File: config.mk
export PLATFORM = sky130hd
export DESIGN_NAME = food_unit
export DESIGN_NICKNAME = d
export VERILOG_FILES = /design/src/rtl/snake_pkg.sv /design/src/rtl/lfsr16.sv /design/src/rtl/food_unit.sv
export SDC_FILE = /design/constraint.sdc
export NUM_CORES = 1
export LEC_CHECK = 0
export BUFFER_PORTS_ARGS = -buffer_cell sky130_fd_sc_hd__buf_2
export CORE_MARGIN = 2
export CORE_UTILIZATION = 59
export CTS_CLUSTER_SIZE = 25
export DETAILED_ROUTE_END_ITERATION = 8
export GPL_ROUTABILITY_DRIVEN = 0
export PLACE_DENSITY = 0.82
export SLEW_MARGIN = 25
export SYNTH_ARGS = -nofsm -noshare
export SYNTH_HDL_FRONTEND = slang
export SYNTH_SLANG_ARGS = --single-unit
File: constraint.sdc
create_clock -name clk -period 6.7 [get_ports clk]
set_clock_uncertainty 0.1 [all_clocks]
set_input_delay 0.67 -clock clk [delete_from_list [all_inputs] [get_ports clk]]
set_output_delay 0.67 -clock clk [all_outputs]
set_load 0.02 [all_outputs]
File: src/rtl/snake_pkg.sv
// Shared snake playfield definitions: coordinate widths, bounds, reset food spot,
// LFSR constants, food FSM states and the candidate-position mapping.
package snake_pkg;

    localparam int X_W = 5;
    localparam int Y_W = 4;

    localparam logic [X_W-1:0] X_MIN = 5'd1;
    localparam logic [X_W-1:0] X_MAX = 5'd20;
    localparam logic [Y_W-1:0] Y_MIN = 4'd1;
    localparam logic [Y_W-1:0] Y_MAX = 4'd15;

    localparam logic [X_W-1:0] FOOD_RST_X = 5'd10;
    localparam logic [Y_W-1:0] FOOD_RST_Y = 4'd10;

    localparam logic [15:0] LFSR_SEED = 16'hACE1;
    // Taps 16,14,13,11 expressed as a mask over bits 15,13,12,10.
    localparam logic [15:0] LFSR_TAPS = 16'hB400;

    typedef enum logic [1:0] {
        PLACED    = 2'd0,
        WAIT_SCAN = 2'd1,
        SCAN      = 2'd2
    } food_state_t;

    // Values 20..31 fold down onto 9..20 so every candidate lands in 1..20.
    function automatic logic [X_W-1:0] cand_x(input logic [4:0] l_lo);
        cand_x = (l_lo < X_MAX) ? l_lo + 5'd1 : l_lo - 5'd11;
    endfunction

    function automatic logic [Y_W-1:0] cand_y(input logic [3:0] l_mid);
        cand_y = (l_mid != 4'd0) ? l_mid : Y_MIN;
    endfunction

endpackage

File: src/rtl/lfsr16.sv
// Free-running 16-bit Fibonacci LFSR used as the food placement random source.
module lfsr16
    import snake_pkg::*;
(
    input  logic        clk,
    input  logic        rst_n,
    output logic [15:0] state
);

    always_ff @(posedge clk or negedge rst_n) begin
        if (!rst_n) begin
            state <= LFSR_SEED;
        end else begin
            state <= {state[14:0], ^(state & LFSR_TAPS)};
        end
    end

endmodule

File: src/rtl/food_unit.sv
// Snake food placement: detects the head eating the food, then rescans the streamed
// body until a random candidate is collision-free. Optional FOOD_SCORE_EN adds o_score.
module food_unit
    import snake_pkg::*;
(
    input  logic           clk,
    input  logic           rst_n,
    input  logic [X_W-1:0] i_pos_x,
    input  logic [Y_W-1:0] i_pos_y,
    input  logic           i_pos_first,
    input  logic           i_pos_last,
    input  logic           i_pos_valid,
    output logic           o_eat,
    output logic [X_W-1:0] o_food_x,
    output logic [Y_W-1:0] o_food_y,
    output logic           o_food_valid
`ifdef FOOD_SCORE_EN
    ,
    output logic [7:0]     o_score
`endif
);

    food_state_t    state, state_nxt;
    logic [15:0]    lfsr;
    logic           lfsr_unused;
    logic [X_W-1:0] cand_x_q, food_x_nxt;
    logic [Y_W-1:0] cand_y_q, food_y_nxt;
    logic           coll, coll_nxt;
    logic           eat_nxt, food_valid_nxt;
    logic           load_cand, scan_end;
    logic           head, hit_food, hit_cand;

    lfsr16 u_lfsr (
        .clk   (clk),
        .rst_n (rst_n),
        .state (lfsr)
    );

    assign lfsr_unused = ^{lfsr[15:12], lfsr[7:5]};

    assign head     = i_pos_valid & i_pos_first;
    assign hit_food = (i_pos_x == o_food_x) && (i_pos_y == o_food_y);
    assign hit_cand = i_pos_valid && (i_pos_x == cand_x_q) && (i_pos_y == cand_y_q);

    always_comb begin
        state_nxt      = state;
        coll_nxt       = coll;
        eat_nxt        = 1'b0;
        food_x_nxt     = o_food_x;
        food_y_nxt     = o_food_y;
        food_valid_nxt = o_food_valid;
        load_cand      = 1'b0;
        scan_end       = 1'b0;

        case (state)
            PLACED: begin
                if (head && hit_food) begin
                    eat_nxt        = 1'b1;
                    food_valid_nxt = 1'b0;
                    load_cand      = 1'b1;
                    state_nxt      = WAIT_SCAN;
                end
            end
            WAIT_SCAN: begin
                // The head sample opens the scan and is itself compared.
                if (head) begin
                    coll_nxt  = hit_cand;
                    state_nxt = SCAN;
                    scan_end  = i_pos_last;
                end
            end
            SCAN: begin
                if (!i_pos_valid) begin
                    state_nxt = WAIT_SCAN;
                end else begin
                    coll_nxt = coll | hit_cand;
                    scan_end = i_pos_last;
                end
            end
            default: state_nxt = PLACED;
        endcase

        if (scan_end) begin
            if (coll_nxt) begin
                load_cand = 1'b1;
                state_nxt = WAIT_SCAN;
            end else begin
                food_x_nxt     = cand_x_q;
                food_y_nxt     = cand_y_q;
                food_valid_nxt = 1'b1;
                state_nxt      = PLACED;
            end
        end
    end

    always_ff @(posedge clk or negedge rst_n) begin
        if (!rst_n) begin
            state        <= PLACED;
            coll         <= 1'b0;
            cand_x_q     <= '0;
            cand_y_q     <= '0;
            o_eat        <= 1'b0;
            o_food_x     <= FOOD_RST_X;
            o_food_y     <= FOOD_RST_Y;
            o_food_valid <= 1'b1;
        end else begin
            state        <= state_nxt;
            coll         <= coll_nxt;
            o_eat        <= eat_nxt;
            o_food_x     <= food_x_nxt;
            o_food_y     <= food_y_nxt;
            o_food_valid <= food_valid_nxt;
            if (load_cand) begin
                cand_x_q <= cand_x(lfsr[4:0]);
                cand_y_q <= cand_y(lfsr[11:8]);
            end
        end
    end

`ifdef FOOD_SCORE_EN
    always_ff @(posedge clk or negedge rst_n) begin
        if (!rst_n) begin
            o_score <= 8'd0;
        end else if (o_eat && (o_score != 8'hFF)) begin
            o_score <= o_score + 8'd1;
        end
    end
`endif

endmodule

==> results.py, run 1 <==
metrics = {
    "route": {
        "wl_per_cell_um": 16.0,
        "drc": 0,
        "vias": 1064,
        "first_iter_violations": 34,
        "routed_wl_mm": 3.02,
        "dr.pass1.iters": 4,
        "vias_per_cell": 5.63,
        "antenna_left": 0,
    },
    "critical_path": {
        "cp.arrival_ns": 2.89,
        "critPathLaunchType": "register",
        "critPathKind": "register to register",
        "cp-end-kind": "register",
        "required_ns": 6.84,
        "cp_max_fo": 11,
    },
    "cts": {
        "cts_tree": "yes",
        "cts.sinks": 39,
        "cts.clk_slew.worst_paths_ns": 0.12,
        "root_buffer": "clkbuf_4",
        "holdBufCountCts": 0,
        "clockBufferDepth": 2,
        "cts_setup_buffers": 0,
        "worst_skew_pair.late_latency_ns": 0.34,
        "cts_resized": 0,
        "cts-htree-levels": 2,
        "numCtsBuffers": 5,
    },
    "cells_and_area": {
        "final_cell_mix": "26 x dfrtp_1, 24 x buf_2, 16 x mux2_2, 13 x dfstp_2, 12 x xnor2_1",
        "fill_cells": 202,
        "finalInstanceArea_um2": 1970,
        "layout.nets": 177,
        "n_antenna_cell": 0,
        "layout_commonest_cell": "dfrtp_1",
        "drive_gt1_share_pct": 41.1,
        "area_delta_synth_final_pct": 13.7,
    },
    "sta": {
        "setup_viol": 0,
        "drv_slew": 0,
        "fmax_mhz": 363,
        "final-hold-violation-count": 0,
        "fin_crit_sh_pct": 41.1,
        "hold_slack_ns": 0.268,
        "max-slew-margin-rel_pct": 39.9,
        "fin_crit_ns": 2.76,
        "tns_ns": 0,
        "max_slew.worst_pin.slew_ns": 0.898,
        "rsz0062_at_grt": "false",
    },
    "floorplan": {
        "design.core.area_um2": 2780,
        "initial_core_util_pct": 62.3,
        "row_count": 19,
        "die_width_um": 58.2,
        "ios": 25,
        "die_h_um": 58.2,
        "die_area_um2": 3390,
    },
    "synth": {
        "synth_adder_area_share_pct": 4.33,
        "synthSimpleGateAreaFrac_pct": 5.41,
        "avgSynthCellArea_um2": 13.7,
        "synth_area_um2": 1730,
        "synth_ff_type": "dfrtp_1",
        "synthArstFlopShare_pct": 100,
        "ys_seq_area_share_pct": 57.2,
        "yosysWarnings": 0,
        "synth-seq-cells": 39,
        "synth-edff-count": 0,
        "yosys.area_share.xor_xnor_pct": 11.6,
        "synth.distinct_cells": 30,
        "yosys-mux-area-fraction_pct": 12.1,
        "synth_top_family_by_area": "multiplexers",
        "syn_inst": 127,
        "syn_nets": 147,
        "synth-compound-area-share_pct": 7.14,
    },
    "placement": {
        "post-dp-hpwl_mm": 2.30,
        "portBuffers": 24,
        "dpl_cell_area_um2": 1880,
    },
    "power_and_ir_drop": {
        "peakVddDrop_mv": 0.226,
        "power_density_nw_per_um2": 273,
        "p_leak_nw": 0.970,
    },
    "status": {
        "status": "finished clean",
    },
    "grt": {
        "antenna_found_initial": 0,
        "grt_pass1_wl_mm": 5.15,
        "grt_start_max_net_pins": 40,
        "grt_overflow": 0,
        "first_global_vias": 1152,
        "grtUsageTotal_pct": 20.9,
    },
    "flow_run": {
        "maxCapViolCount": 0,
    },
    "min_path": {
        "hp-class": "register to register",
    },
}
[layout make-up]
type | count | area, um2 | area share (%)
sequential | 39 | 992 | 50.3
tap | 31 | 38.8 | 1.97
multi-input combinational | 80 | 704 | 35.7
timing repair buffer | 24 | 120 | 6.09
clock buffer | 6 | 51.3 | 2.60
clock inverter | 2 | 38.8 | 1.97
inverter | 7 | 26.3 | 1.33
[kinds of logic after synthesis]
| family | count (synthesis) |
|---|---|
| compound gates | 16 |
| simple gates | 16 |
| fa+ha+maj | 6 |
| buf+inv | 8 |
| mux | 19 |
| flops | 39 |
| xor+xnor | 23 |
[through the flow]
stage / std cells / utilization [%] / power (mW) / setup slack [ns]
2_1_floorplan: 127 / - / 0.340 / 4.56
3_3_place_gp: 181 / 67.7 / 0.367 / 4.06
3_5_place_dp: 181 / 67.7 / 0.374 / 3.93
4_1_cts: 189 / 70.9 / 0.542 / 3.96
5_1_grt: 189 / 70.9 / 0.565 / 3.75
6_report: 189 / 70.9 / 0.539 / 3.94
[per-layer routing]
layer | share of wire, % | vias up | GRT usage, %
met1 | 41 | 534 | 23.5
met4 | 2.3 | 0 | 11.3
met2 | 54 | 20 | 36.0
li1 | - | 500 | -
met5 | 0 | - | 0
met3 | 2.7 | 10 | 5.58
[power breakdown]
group | internal [mW] | leakage, nW | switching (mW)
registers | 0.250 | 0.475 | 0.0106
clock network | 0.0901 | 0.0489 | 0.0778
logic | 0.0454 | 0.446 | 0.0658
[state kept, by name, summed over array words and instances (netlist names)]
name / flops
u_lfsr.state: 16
o_eat: 1
o_food_x: 5
cand_y_q: 4
o_food_valid: 1
coll: 1
o_food_y: 4
cand_x_q: 5
state: 2
[Yosys cell counts (2+ instances only)]
cell type | instances | area (um2)
o21ai_0 | 2 | 10.0
dfstp_2 | 13 | 342
dfrtp_1 | 26 | 651
xor2_1 | 11 | 96.3
ha_1 | 6 | 75.1
inv_1 | 7 | 26.3
nand2_1 | 3 | 11.3
xnor2_1 | 12 | 105
mux2i_1 | 3 | 30.0
nor2_1 | 4 | 15.0
nor4_2 | 2 | 25.0
a31oi_1 | 3 | 18.8
nand2b_1 | 2 | 12.5
nand4_1 | 2 | 12.5
mux2_2 | 16 | 180
[critical path, stage by stage (launching register included)]
cell      delay [ns]
dfrtp_1         0.42
inv_1           0.08
ha_1            0.23
a21boi_0        0.15
o21ai_0         0.22
o31a_1          0.25
inv_1           0.08
nor2_1          0.70
mux2_2          0.41
[path summary, 6_finish.rpt]
path | start | to | slack [ns] | cells past startpoint
worst max register to register | state[1] | o_food_x[0] | 3.94 | 8
min in group asynchronous | rst_n | coll | 0.30 | 1
max in group asynchronous | rst_n | state[1] | 5.68 | 1
worst max-delay path | state[1] | o_food_x[0] | 3.94 | 8
worst min register to register | u_lfsr.state[5] | u_lfsr.state[6] | 0.27 | 0
worst min-delay path | u_lfsr.state[5] | u_lfsr.state[6] | 0.27 | 0
Note: power is estimated with default switching activity, not from simulation.
==> inputs of run 2 (changes only) <==
CORE_UTILIZATION = 50   (was 59)
PLACE_DENSITY = 0.74   (was 0.82)
clock period = 2.5 ns   (was 6.7 ns; I/O delays follow)
==> run 2 against run 1 <==
Via count increased by 1.1%. Cell area up 1.5%. Die area rose by 17%. Core utilization decreased by 11 points. Worst setup slack worse by 3.8 ns. Worst hold slack worse by 0.059 ns. Sequential power increased to 2.7 times the previous value. Register-to-register slack got worse by 3.8 ns. Global-route usage decreased by 2.2 points. Power increased to 2.6 times the previous value. Non-clock buffer count rose by 3. Critical path type unchanged. Critical endpoint is now cand_x_q[4].
==> results.py, run 2 (same netlist as run 1, synthesis figures left out) <==
metrics = {
    "status": {
        "status": "finished clean",
    },
    "power_and_ir_drop": {
        "peakVddDrop_mv": 0.355,
        "p_leak_nw": 0.976,
        "power_density_nw_per_um2": 704,
    },
    "route": {
        "wl_per_cell_um": 15.5,
        "routed_wl_mm": 3.21,
        "vias": 1076,
        "drc": 0,
        "antenna_left": 0,
        "dr.pass1.iters": 4,
        "first_iter_violations": 48,
        "vias_per_cell": 5.20,
    },
    "critical_path": {
        "r2r-start": "state[0]",
        "cp_top_family": "compound AO/OA/AOI/OAI gates",
        "critPathBufInv": 1,
        "reg2reg_depth": 7,
        "cp.arrival_ns": 2.48,
        "critPathMaxStageDelay_ns": 0.43,
        "slowest_stage": "dfrtp_1",
        "cp-end-kind": "register",
        "worstPathCellList": "inv_1 > ha_1 > o211a_1 > nand4_1 > o31a_1 > o21ai_4 > mux2_2",
        "cp_max_fo": 9,
        "r2r_setup_slack_ns": 0.15,
        "endpoint": "cand_x_q[4]",
        "critPathLaunch": "state[0]",
        "path_depth": 7,
        "worstReg2RegEnd": "cand_x_q[4]",
        "required_ns": 2.63,
        "critPathKind": "register to register",
        "critPathLaunchType": "register",
    },
    "grt": {
        "antenna_found_initial": 0,
        "grtUsageTotal_pct": 18.7,
        "grt_start_max_net_pins": 40,
        "first_global_vias": 1167,
        "grt_pass1_wl_mm": 5.55,
        "grt_overflow": 0,
    },
    "cts": {
        "cts.sinks": 39,
        "numCtsBuffers": 5,
        "clockBufferDepth": 2,
        "cts_tree": "yes",
        "cts.clk_slew.worst_paths_ns": 0.11,
        "cts-htree-levels": 2,
        "worst_skew_pair.late_latency_ns": 0.34,
        "root_buffer": "clkbuf_4",
    },
    "cells_and_area": {
        "finalInstanceArea_um2": 2000,
        "largest_register": "u_lfsr.state",
        "largest_reg_flops": 16,
        "n_antenna_cell": 0,
        "final_cell_mix": "26 x dfrtp_1, 24 x buf_2, 16 x mux2_2, 13 x dfstp_2, 12 x xnor2_1",
        "reg.largest.list": "u_lfsr.state x16, cand_x_q x5, o_food_x x5",
        "finish.utilization_pct": 60.0,
        "drive_gt1_share_pct": 40.4,
        "stdcell_count": 207,
        "area_delta_synth_final_pct": 15.4,
        "layout.nets": 180,
        "fill_cells": 303,
        "layout_commonest_cell": "dfrtp_1",
    },
    "sta": {
        "final-hold-violation-count": 0,
        "tns_ns": 0,
        "setup_ws_ns": 0.150,
        "max-slew-margin-rel_pct": 45.3,
        "rsz0062_at_grt": "false",
        "drv_slew": 0,
        "setup_viol": 0,
        "max_slew.worst_pin.slew_ns": 0.821,
        "fmax_mhz": 426,
        "fin_crit_sh_pct": 94.0,
        "fin_crit_ns": 2.35,
    },
    "placement": {
        "dpl_cell_area_um2": 1920,
        "dp_slack_ns": 0.156,
        "post-dp-hpwl_mm": 2.40,
        "portBuffers": 24,
        "dp_cells": 198,
    },
    "floorplan": {
        "initial_core_util_pct": 52.0,
        "row_count": 21,
        "die_h_um": 62.9,
        "design.core.area_um2": 3340,
        "die_area_um2": 3960,
        "ios": 25,
        "die_width_um": 62.9,
    },
    "flow_run": {
        "maxCapViolCount": 0,
    },
    "min_path": {
        "hp-class": "primary input to register",
    },
}
-- run 2: cell count changes in the layout (fill, tap and decap cells not counted) --
| cell | before | now |
|---|---|---|
| clkbuf_8 | 1 | 0 |
| clkbuf_1 | 0 | 2 |
| buf_4 | 0 | 2 |
| dlygate4sd3_1 | 0 | 1 |
| inv_6 | 1 | 0 |
-- run 2: metrics by stage --
step | hold slack (ns) | power (mW)
after CTS | 0.183 | 1.43
after floorplan | -0.146 | 0.911
final | 0.209 | 1.41
after detailed placement | 0.245 | 1.01
after global placement | 0.237 | 0.986
after global routing | 0.188 | 1.49
-- run 2: worst min path at each step --
stage                                 from               end  depth (start not counted)
after floorplan                      rst_n       cand_x_q[0]                          0
after global placement    u_lfsr.state[14]  u_lfsr.state[15]                          0
after detailed placement  u_lfsr.state[14]  u_lfsr.state[15]                          0
after CTS                      i_pos_valid          state[1]                          3
after global routing           i_pos_valid          state[1]                          3
final                          i_pos_valid          state[1]                          3
-- run 2: final cells by class --
cell class / count / area (um2) / area share [%]
clock inverters: 1 / 30.0 / 1.50
inverters: 7 / 26.3 / 1.31
clock buffers: 7 / 45.0 / 2.25
flip-flops and latches: 39 / 992 / 49.6
repair buffers: 27 / 145 / 7.25
well taps: 46 / 57.6 / 2.88
multi-input cells: 80 / 704 / 35.2
-- run 2: timing repair --
| item | in CTS | in global routing |
|---|---|---|
| setup buffers | 0 | 0 |
| resized for setup | 0 | 0 |
| endpoints found under the hold margin | 26 | 0 |
| hold buffers | 1 | 0 |
| setup endpoints to repair | 0 | 0 |
-- run 2: report_power, final --
part / total [mW] / internal (mW) / switching, mW
combinational: 0.302 / 0.127 / 0.175
clock: 0.409 / 0.212 / 0.197
sequential: 0.696 / 0.669 / 0.0277
total: 1.41 / 1.01 / 0.400
-- run 2: routing by layer --
layer | share of wire, % | wire length [um] | GRT usage (%)
met1 | 41 | 1310 | 20.8
met2 | 52 | 1680 | 31.5
met3 | 4.7 | 150 | 7.21
met4 | 2.0 | 64 | 8.33
met5 | 0 | 0 | 0
-- run 2: worst reg2reg max path, delay by kind of cell (launching register included) --
| family | cells | cell delay (ns) |
|---|---|---|
| mux | 1 | 0.38 |
| compound gates | 3 | 0.89 |
| fa+ha+maj | 1 | 0.25 |
| buf+inv | 1 | 0.10 |
| simple gates | 1 | 0.09 |
| flops | 1 | 0.43 |
